<file path="src/rtl/fetch_branch_unit_if.sv">
// Instruction memory handshake bundle between the fetch/branch unit and imem.
// The fetch unit is the master: it drives addr/req, memory returns ack/data.
interface fetch_branch_unit_if;
    logic [7:0] addr;
    logic       req;
    logic       ack;
    logic [7:0] data;

    modport master (
        output addr,
        output req,
        input  ack,
        input  data
    );

    modport slave (
        input  addr,
        input  req,
        output ack,
        output data
    );
endinterface

</file>
<file path="src/rtl/fetch_branch_unit.sv">
// Fetch/branch sequencer beside the 8-bit PC: fetches the word at pc over the
// imem req/ack handshake, then spends one cycle decoding it and telling the PC
// how to move.
//
// state     | meaning
// ----------+------------------------------------------------------------
// S_IDLE    | one cycle after reset release, nothing requested yet
// S_FETCH   | imem_req high at addr=pc, waiting up to TIMEOUT+1 cycles
// S_EXECUTE | captured word is valid; pc_advance/pc_control/jump_offset
// S_HALTED  | HALT executed; parked until reset
// S_FAULT   | fetch timed out; parked until reset
module fetch_branch_unit #(
    parameter int unsigned TIMEOUT = 15
) (
    input  logic                       clk,
    input  logic                       rst_n,
    input  logic [7:0]                 i_pc,
    input  logic                       i_zero_flag,
    fetch_branch_unit_if.master        imem,
    output logic [7:0]                 o_pc_control,
    output logic [7:0]                 o_jump_offset,
    output logic                       o_pc_advance,
    output logic [7:0]                 o_instr,
    output logic                       o_instr_valid,
    output logic                       o_halted,
    output logic                       o_fault
);

    typedef enum logic [2:0] {
        S_IDLE    = 3'd0,
        S_FETCH   = 3'd1,
        S_EXECUTE = 3'd2,
        S_HALTED  = 3'd3,
        S_FAULT   = 3'd4
    } state_t;

    localparam logic [2:0] OP_JMP  = 3'b111;
    localparam logic [2:0] OP_BEQZ = 3'b110;
    localparam logic [2:0] OP_HALT = 3'b101;

    // Terminal count of the fetch wait counter; counter value equals the
    // number of un-acked FETCH cycles already spent.
    localparam logic [7:0] LP_TIMEOUT = 8'(TIMEOUT);

    state_t     r_state;
    state_t     w_next_state;
    logic [7:0] r_instr;
    logic [7:0] r_wait_cnt;

    logic [2:0] w_opcode;
    logic       w_taken;
    logic       w_req;
    logic [7:0] w_addr;
    logic       w_advance;
    logic       w_valid;
    logic       w_halted;
    logic       w_fault;

    assign w_opcode = r_instr[7:5];

    // State register; reset aborts any fetch or execute in flight.
    always_ff @(posedge clk or negedge rst_n) begin
        if (!rst_n) begin
            r_state <= S_IDLE;
        end else begin
            r_state <= w_next_state;
        end
    end

    // Capture the instruction on ack and count un-acked fetch cycles.
    always_ff @(posedge clk or negedge rst_n) begin
        if (!rst_n) begin
            r_instr    <= 8'h00;
            r_wait_cnt <= 8'h00;
        end else if (r_state == S_FETCH) begin
            if (imem.ack) begin
                r_instr    <= imem.data;
                r_wait_cnt <= 8'h00;
            end else begin
                r_wait_cnt <= r_wait_cnt + 8'd1;
            end
        end
    end

    // Next-state and output decode from registered state/instr; an ack in the
    // cycle the counter hits terminal count still wins over the timeout.
    always_comb begin
        w_next_state = r_state;
        w_req        = 1'b0;
        w_addr       = 8'h00;
        w_advance    = 1'b0;
        w_valid      = 1'b0;
        w_taken      = 1'b0;
        w_halted     = 1'b0;
        w_fault      = 1'b0;
        case (r_state)
            S_IDLE: begin
                w_next_state = S_FETCH;
            end
            S_FETCH: begin
                w_req  = 1'b1;
                w_addr = i_pc;
                if (imem.ack) begin
                    w_next_state = S_EXECUTE;
                end else if (r_wait_cnt == LP_TIMEOUT) begin
                    w_next_state = S_FAULT;
                end
            end
            S_EXECUTE: begin
                w_valid      = 1'b1;
                w_advance    = 1'b1;
                w_next_state = S_FETCH;
                case (w_opcode)
                    OP_JMP:  w_taken = 1'b1;
                    OP_BEQZ: w_taken = i_zero_flag;
                    OP_HALT: begin
                        w_advance    = 1'b0;
                        w_next_state = S_HALTED;
                    end
                    default: w_taken = 1'b0;
                endcase
            end
            S_HALTED: begin
                w_halted = 1'b1;
            end
            S_FAULT: begin
                w_fault = 1'b1;
            end
            default: begin
                w_next_state = S_IDLE;
            end
        endcase
    end

    assign imem.req      = w_req;
    assign imem.addr     = w_addr;
    assign o_pc_advance  = w_advance;
    assign o_instr_valid = w_valid;
    assign o_halted      = w_halted;
    assign o_fault       = w_fault;
    assign o_instr       = r_instr;
    assign o_pc_control  = w_taken ? 8'hFF : 8'h00;
    assign o_jump_offset = w_taken ? {{3{r_instr[4]}}, r_instr[4:0]} : 8'h00;

endmodule

</file>
<file path="src/flat_wrapper.sv">
// flat-port wrapper written by rule: the top's interface ports become plain ports
module fetch_branch_unit_flat 
#(
    parameter int unsigned TIMEOUT = 15
)
  (clk, rst_n, i_pc, i_zero_flag, o_pc_control, o_jump_offset, o_pc_advance, o_instr, o_instr_valid, o_halted, o_fault, imem_addr, imem_req, imem_ack, imem_data);
  fetch_branch_unit_if imem_i ();
  input  logic clk;
  input  logic rst_n;
  input  logic [7:0] i_pc;
  input  logic i_zero_flag;
  output logic [7:0] o_pc_control;
  output logic [7:0] o_jump_offset;
  output logic o_pc_advance;
  output logic [7:0] o_instr;
  output logic o_instr_valid;
  output logic o_halted;
  output logic o_fault;
  output wire logic [$bits(imem_i.addr)-1:0] imem_addr;
  output wire logic [$bits(imem_i.req)-1:0] imem_req;
  input wire logic [$bits(imem_i.ack)-1:0] imem_ack;
  input wire logic [$bits(imem_i.data)-1:0] imem_data;
  assign imem_addr = imem_i.addr;
  assign imem_req = imem_i.req;
  assign imem_i.ack = imem_ack;
  assign imem_i.data = imem_data;
  fetch_branch_unit #(.TIMEOUT(TIMEOUT)) u_core (.clk(clk), .rst_n(rst_n), .i_pc(i_pc), .i_zero_flag(i_zero_flag), .imem(imem_i), .o_pc_control(o_pc_control), .o_jump_offset(o_jump_offset), .o_pc_advance(o_pc_advance), .o_instr(o_instr), .o_instr_valid(o_instr_valid), .o_halted(o_halted), .o_fault(o_fault));
endmodule
</file>
<file path="config.mk">
export PLATFORM = sky130hd
export DESIGN_NAME = fetch_branch_unit_flat
export DESIGN_NICKNAME = d
export VERILOG_FILES = /design/src/rtl/fetch_branch_unit_if.sv /design/src/rtl/fetch_branch_unit.sv /design/src/flat_wrapper.sv
export SDC_FILE = /design/constraint.sdc
export NUM_CORES = 1
export LEC_CHECK = 0
export CAP_MARGIN = 15
export CORE_UTILIZATION = 35
export DETAILED_ROUTE_END_ITERATION = 8
export PLACE_DENSITY = 0.75
export SLEW_MARGIN = 40
export SYNTH_ARGS = -nofsm -noshare
export SYNTH_HDL_FRONTEND = slang
export SYNTH_SLANG_ARGS = --single-unit
</file>
<file path="constraint.sdc">
create_clock -name clk -period 1.85 [get_ports clk]
set_input_delay 0.4625 -clock clk [delete_from_list [all_inputs] [get_ports clk]]
set_output_delay 0.4625 -clock clk [all_outputs]
set_load 0.02 [all_outputs]
</file>
== Yosys cells after proc, flatten, opt, wreduce, memory -nomap -nowiden ==
Index checks and enable logic that the tools add are counted.
Cells by class
  $add $sub $neg: 1
  equality and inequality tests: 9
  multiplexer cells: 16
  bitwise gates (word level): 1
  reduce and logical (&&, ||, !) cells: 4
Operator list (count)
  $mux W8: 4
  $eq A3 B3 Y1 const B: 4
  $pmux W3 S4: 1
  $add A8 B1 Y8 const B: 1
  $eq A8 B4 Y1 const B: 1
  $mux W1: 7
  $eq A3 B2 Y1 const B: 2
  $mux W3: 2
  $reduce_and A2 Y1: 2
  $eq A3 B1 Y1 const B: 1
  $logic_not A3 Y1: 1
  $ne A3 B3 Y1 const B: 1
  $mux W2: 1
  $pmux W1 S2: 1
  $reduce_or A2 Y1: 1
  $not A1 Y1: 1
Word-level totals
  flip-flop bits (word level): 19
  input port bits: 20
  output and inout bits: 37

== Longest topological paths before layout ==
Gate-level depths: netlist (run 1).
  depth after elaboration: 4
  gate-level depth with buffers: 5
  gate-level depth less buffers: 4

== Least setup slack after synthesis (run 1) ==
No wires, ideal clock.
  path kind: reg2out
  start point: register u_core.r_state[0]
  end point: output o_jump_offset[5]
  arrival: 2.085 ns
  data required time: 1.387 ns
  setup slack: -0.698 ns
  cell stages (with the launch flop): 5
  buffers on the path: 1
  path through: dfrtp_1 > nor3b_1 > o2111a_1 > and2_1 > buf_4
Between the ends
  word-level cells in the longest chain between the ends: 3
Ends and longest elaborated chain
  start: declaration: line fetch_branch_unit.sv:45  | state_t r_state;
  start signal: assignment: line fetch_branch_unit.sv:66  | r_state <= w_next_state;
  $eq A3 B2 Y1: line fetch_branch_unit.sv:96  | case (r_state)
  $mux W1: line fetch_branch_unit.sv:96
  named net u_core.w_taken: line fetch_branch_unit.sv:51  | logic w_taken;
  $mux W8: line fetch_branch_unit.sv:143  | assign o_jump_offset = w_taken ? {{3{r_instr[4]}}, r_instr[4:0]} : 8'h00;
  end: declaration: line flat_wrapper.sv:13  | output logic [7:0] o_jump_offset;
The timed path passes the listed nets, and every way through them passes these cells.

== Final worst setup path (run 1) ==
  start point: register u_core.r_state[2]
  end point: output imem_addr[3]
Between the ends
  word-level cells in the longest chain between the ends: 2
Ends and longest elaborated chain
  $eq A3 B1 Y1: line fetch_branch_unit.sv:96
  $mux W8: line fetch_branch_unit.sv:96
  end: declaration: line flat_wrapper.sv:19  | output wire logic [$bits(imem_i.addr)-1:0] imem_addr;
Every way passes these cells.

==> results of run 1 <==
-- logic make-up (layout without fill, tap and decap cells) --
logic type / Yosys count / count (layout) / share of synthesized area
compound gates: 15 / 16 / 0.09776
fa+ha+maj: 1 / 1 / 0.01123
buf+inv: 22 / 91 / 0.1191
flops: 19 / 19 / 0.4270
mux: 9 / 9 / 0.08989
simple gates: 48 / 48 / 0.2550
-- flip-flops by register name, indices dropped and copies added, names as in the netlist --
| register | flops |
|---|---|
| u_core.o_instr | 8 |
| u_core.r_wait_cnt | 8 |
| u_core.r_state | 3 |
-- area by class of cell --
type | instances | area, sq um | area share
Sequential cell | 19 | 478.0 | 0.2442
Clock buffer | 3 | 22.52 | 0.01151
Inverter | 6 | 26.28 | 0.01343
Timing Repair Buffer | 80 | 792.0 | 0.4047
Tap cell | 44 | 55.05 | 0.02813
Clock inverter | 1 | 5.005 | 0.002558
Timing Repair inverter | 1 | 7.507 | 0.003836
Multi-Input combinational cell | 74 | 570.5 | 0.2916
-- report_power, final --
group	switching, W	internal [W]
combinational	0.0000237	0.0000445
clock	0.000131	0.0000803
sequential	0.00000144	0.000416
-- critical path, cell delays in order (launching register included) --
cell and delay [ns]:
dfrtp_2 0.46, or3b_4 0.45, clkinvlp_4 0.13, and2_2 0.15, buf_6 0.11
-- path summary, 6_finish.rpt --
path / from / endpoint / slack (ns) / cells past startpoint
worst max-delay path: u_core.r_state[2] / imem_addr[3] / -0.21 / 4
worst min-delay path: rst_n / u_core.r_wait_cnt[5] / 0.49 / 2
max in group asynchronous: rst_n / u_core.r_state[0] / 1.15 / 2
worst max register to register: u_core.r_state[0] / u_core.r_state[1] / -0.07 / 9
min in group clk: u_core.o_instr[2] / u_core.o_instr[2] / 0.54 / 1
worst min register to register: u_core.o_instr[2] / u_core.o_instr[2] / 0.54 / 1
-- synth_stat cells --
library cell	n	share of area
mux2i_1	1	0.0090
a311o_1	1	0.0090
dfrtp_1	19	0.43
o221ai_1	1	0.0079
nand3_1	5	0.022
or3_1	4	0.022
buf_2	1	0.0045
nand3b_1	1	0.0067
a21oi_1	4	0.018
o21ai_0	3	0.013
ha_1	1	0.011
nor2_1	3	0.010
buf_6	1	0.010
or3b_4	1	0.010
and2_1	14	0.079
o2111a_1	1	0.010
a211o_1	1	0.0079
a21o_2	1	0.0079
nor4_1	1	0.0056
nor2b_1	2	0.011
clkbuf_1	3	0.010
buf_4	11	0.074
nand2_1	9	0.030
o311ai_1	1	0.0079
o311ai_0	1	0.0079
o31a_1	1	0.0079
inv_1	6	0.020
nand2b_1	1	0.0056
nor3_1	1	0.0045
nand4bb_1	1	0.010
nor4_2	1	0.011
mux2_2	8	0.081
nor3b_1	2	0.013
and3_2	1	0.0067
and3_1	1	0.0056
-- timing repair --
| action | CTS | global route |
|---|---|---|
| gates cloned | 2 | 0 |
| gates resized for setup | 172 | 21 |
| pin swaps | 6 | 9 |
| setup buffers | 7 | 7 |
| endpoints found under the setup margin | 30 | 30 |
-- through the flow --
stage	TNS, ns	cells	util	worst slack, ns	total power [W]
after global placement	-12.03	211	0.5764	-0.6040	0.0004917
after detailed placement	-12.75	211	0.5764	-0.6290	0.0004931
after global routing	-6.224	228	0.6463	-0.2748	0.0007325
after CTS	-4.413	224	0.6153	-0.2255	0.0007061
after floorplan	-0.3172	114	-	-0.1057	0.0004389
final	-4.327	228	0.6463	-0.2060	0.0006973
-- metal layers --
layer	track usage	share of wire	wire length, um
met5	0	0	0
met4	0.05782	0	0
met3	0.04396	0.089	260
met2	0.3153	0.53	1539
met1	0.2031	0.38	1124
==> flow_metrics.env, run 1 <==
export IMPL_layout_drive_gt1_share=0.4946
export IMPL_yosys_warnings=0
export IMPL_die_area_sq_um=3411
export IMPL_grt_total_usage=0.1752
export IMPL_grt_ovfl_total=0
export IMPL_h_tree_depth=1
export IMPL_critPathMaxFanout=5
export IMPL_worstSetupEndpointType="output port"
export IMPL_detailed_place_hpwl_um=2028
export IMPL_status="complete, but fails checks"
export IMPL_cts_sinks=19
export IMPL_wl_per_cell_um=12.83
export IMPL_hold_viol_final=0
export IMPL_syn_area_per_cell_sq_um=9.768
export IMPL_wirelength_um=2925
export IMPL_antenna_found_initial=0
export IMPL_grt_pass1_wl_um=4636
export IMPL_cellLeakagePower_nw=0.9721
export IMPL_nets=206
export IMPL_period_share=1.111
export IMPL_first_iter_violations=31
export IMPL_slew_headroom=0.7360
export IMPL_layout_common_cells="buf_6, clkdlybuf4s50_1, dfrtp_1"
export IMPL_mostFrequentLayoutCell="buf_6"
export IMPL_cts_root_buf="clkbuf_4"
export IMPL_period_minus_slack_ns=2.056
export IMPL_grt_pass1_vias=1045
export IMPL_clockBufferDepth=2
export IMPL_std_cell_rows=20
export IMPL_synth_area_sq_um=1114
export IMPL_syn_inst=114
export IMPL_whs_ns=0.4918
export IMPL_rsz0062_at_grt="yes"
export IMPL_slew_violations=0
export IMPL_place_area_sq_um=1745
export IMPL_fin_worst_skew_ns=0.007103
export IMPL_cts_hold_buf=0
export IMPL_n_antenna_cell=0
export IMPL_cts_made_buffers=3
export IMPL_io_pins=57
export IMPL_ys_ff_latch=19
export IMPL_num_vias=1082
export IMPL_portBuffers=56
export IMPL_ant_nets=0
export IMPL_final_area_sq_um=1957
export IMPL_core_sq_um=3028
export IMPL_crit_required_ns=1.39
export IMPL_place_gp_congestion=0.7556
export IMPL_die_y_um=58.41
export IMPL_via_per_inst=4.746
export IMPL_syn_nets=135
export IMPL_drt_first_pass_iters=4
export IMPL_drcViolationCount=0
export IMPL_die_x_um=58.41
export IMPL_p_per_area_nw_per_um2=356.3
export IMPL_violations="setup timing"
export IMPL_maxCapViolCount=0
export IMPL_nFillCells=250
export IMPL_yosys_cell_types_count=35
export IMPL_initial_utilization=0.3678
export IMPL_syn_to_final_growth_pct=75.73
export IMPL_fmax_mhz=486.4
export IMPL_peakVddDrop_mv=0.2025
export IMPL_start_kind="flop"
export IMPL_cts_tree="yes"
export IMPL_worstHoldPathType="primary input to async pin"
export IMPL_ys_seq_area_frac=0.4270
export IMPL_worstMarginPinSlew_ns=0.3924
export IMPL_clock_latency_ns=0.29
export IMPL_clk_pin_slew_ns=0.12
export IMPL_setup_slack_ns=-0.2060
export IMPL_finalSetupViolations=27
export IMPL_worstPathArrival_ns=1.59
export IMPL_grt_start_max_net_pins=20
export IMPL_critical_path_class="flop to output port"
No activity file was read; power rests on OpenSTA's default activity.
==> inputs of run 2 (changes only) <==
--- a/config.mk
+++ b/config.mk
@@ -7,8 +7,9 @@
 export LEC_CHECK = 0
 export CAP_MARGIN = 15
 export CORE_UTILIZATION = 35
+export CTS_BUF_LIST = sky130_fd_sc_hd__clkbuf_16
 export DETAILED_ROUTE_END_ITERATION = 8
-export PLACE_DENSITY = 0.75
+export PLACE_DENSITY = 0.73
 export SLEW_MARGIN = 40
 export SYNTH_ARGS = -nofsm -noshare
 export SYNTH_HDL_FRONTEND = slang
==> run 2 against run 1 <==
The run still ends with setup timing left. Core utilization up 0.54 points. Die area stayed put. First-iteration DRC count shrank 9.7%. Via count grew 3.0%. Routed wire length rose by 2.6%. Cell count fell by 1.3%. Setup slack improved by 0.017 ns. Design area grew 0.83%. Power grew 32%. Critical path type unchanged. Critical endpoint is now o_pc_control[7]. Highest routed layer is now met4.
==> flow_metrics.env, run 2 (same netlist as run 1, synthesis figures left out) <==
export IMPL_period_share=1.102
export IMPL_combPwrFrac=0.074
export IMPL_num_vias=1114
export IMPL_cellLeakagePower_nw=0.9737
export IMPL_dp_cells=212
export IMPL_start_kind="flop"
export IMPL_wl_met2_um=1500
export IMPL_grt_ovfl_total=0
export IMPL_clkPwrFrac=0.472
export IMPL_maxCapViolCount=0
export IMPL_cp_depth=3
export IMPL_wl_met1_um=1258
export IMPL_cts_sinks=19
export IMPL_core_sq_um=3028
export IMPL_layout_drive_gt1_share=0.4586
export IMPL_path_buf_inv=1
export IMPL_portBuffers=56
export IMPL_h_tree_depth=1
export IMPL_crit_family="flip-flops"
export IMPL_first_iter_violations=28
export IMPL_die_x_um=58.41
export IMPL_p_per_area_nw_per_um2=467.1
export IMPL_io_pins=57
export IMPL_wirelength_um=3001
export IMPL_intPower_w=0.0007500
export IMPL_grt_total_usage=0.1782
export IMPL_clockBufferDepth=2
export IMPL_violations="setup timing"
export IMPL_slowest_delay_ns=0.42
export IMPL_die_area_sq_um=3411
export IMPL_period_minus_slack_ns=2.039
export IMPL_switchingPower_w=0.0001717
export IMPL_finalSetupViolations=24
export IMPL_drcViolationCount=0
export IMPL_worstPathCellList="nor3b_4 > o2111a_2 > dlygate4sd2_1"
export IMPL_swShare=0.1863
export IMPL_place_gp_congestion=0.6990
export IMPL_min_path_cells=1
export IMPL_mostFrequentLayoutCell="buf_6"
export IMPL_ant_nets=0
export IMPL_std_cell_rows=20
export IMPL_dp_slack_ns=-0.6403
export IMPL_n_antenna_cell=0
export IMPL_crit_path_top_delay_cell="dfrtp_1"
export IMPL_post_layout_nonfiller_instances=225
export IMPL_worstHoldPathType="flop to flop"
export IMPL_die_y_um=58.41
export IMPL_initial_utilization=0.3678
export IMPL_syn_to_final_growth_pct=77.19
export IMPL_antenna_found_initial=0
export IMPL_critPathMaxFanout=5
export IMPL_grt_start_max_net_pins=20
export IMPL_final_area_sq_um=1973
export IMPL_place_area_sq_um=1753
export IMPL_r2r_cells=4
export IMPL_clk_pin_slew_ns=0.05
export IMPL_met3WireLength_um=234
export IMPL_drt_first_pass_iters=4
export IMPL_fmax_mhz=490.5
export IMPL_highest_layer="met4"
export IMPL_peakVddDrop_mv=0.2901
export IMPL_setup_slack_ns=-0.1887
export IMPL_crit_required_ns=1.39
export IMPL_grt_pass1_vias=1034
export IMPL_rsz0062_at_grt="yes"
export IMPL_critical_path_class="flop to output port"
export IMPL_wl_per_cell_um=13.34
export IMPL_cts_tree="yes"
export IMPL_layout_common_cells="buf_6, clkdlybuf4s50_1, dfrtp_1"
export IMPL_via_per_inst=4.951
export IMPL_nets=203
export IMPL_worstPathArrival_ns=1.58
export IMPL_worstMarginPinSlew_ns=0.3391
export IMPL_fin_worst_skew_ns=0.002556
export IMPL_grt_pass1_wl_um=4671
export IMPL_setup_tns_final_ns=-2.866
export IMPL_detailed_place_hpwl_um=2047
export IMPL_cts_root_buf="clkbuf_16"
export IMPL_slew_violations=0
export IMPL_pwr_share_seq=0.454
export IMPL_cts_hold_buf=0
export IMPL_hold_viol_final=0
export IMPL_cts_made_buffers=3
export IMPL_slew_headroom=0.7711
export IMPL_worstSetupEndpointType="output port"
export IMPL_power_total_w=0.0009217
export IMPL_clock_latency_ns=0.25
export IMPL_status="complete, but fails checks"
[run 2: worst register-to-register path: stages, from the launching register on]
cell and delay [ns]:
dfrtp_1 0.43, or3b_4 0.45, buf_4 0.19, or3_1 0.32, o311ai_1 0.25
[run 2: what timing repair did]
| item | in CTS | in global routing |
|---|---|---|
| cloned | 2 | 0 |
| gates resized for setup | 160 | 19 |
| endpoints found under the hold margin | 0 | 0 |
| setup buffers | 5 | 3 |
| pin swaps | 6 | 10 |
| setup endpoints to repair | 29 | 30 |
[run 2: routing by layer]
metal / up-vias / track usage
met5: - / 0
met2: 56 / 0.3317
met1: 530 / 0.2110
li1: 526 / -
met3: 2 / 0.03516
met4: 0 / 0.04082
[run 2: final cells by class]
| class | instances | area [sq um] |
|---|---|---|
| Timing Repair Buffer | 77 | 760.7 |
| Multi-Input combinational cell | 74 | 569.3 |
| Fill cell | 231 | 1055 |
| Tap cell | 44 | 55.05 |
| Clock inverter | 1 | 5.005 |
| Timing Repair inverter | 1 | 7.507 |
| Inverter | 6 | 25.02 |
| Sequential cell | 19 | 475.5 |
| Clock buffer | 3 | 75.07 |
[run 2: per-stage QoR]
| step | utilization | hold WS [ns] |
|---|---|---|
| floorplan | - | 0.1669 |
| global placement | 0.5789 | 0.5079 |
| detailed placement | 0.5789 | 0.5192 |
| CTS | 0.6331 | 0.5412 |
| global route | 0.6517 | 0.5511 |
| finish | 0.6517 | 0.5380 |
[run 2: final timing paths]
check	from	end	slack (ns)
max	u_core.r_state[2]	o_pc_control[7]	-0.19
min	u_core.o_instr[0]	u_core.o_instr[0]	0.54
max reg2reg	u_core.r_state[0]	u_core.r_wait_cnt[5]	0.11
min reg2reg	u_core.o_instr[0]	u_core.o_instr[0]	0.54
max in group asynchronous	rst_n	u_core.r_state[0]	1.09
min in group asynchronous	rst_n	u_core.o_instr[6]	0.56
[run 2: power groups by stage]
stage          combinational (W)  sequential, W  clock, W
5_1_grt                0.0000746       0.000418  0.000464
6_report               0.0000680       0.000418  0.000435
4_1_cts                0.0000681       0.000418  0.000445
2_1_floorplan          0.0000134       0.000426         0
3_5_place_dp           0.0000674       0.000426         0
3_3_place_gp           0.0000661       0.000426         0
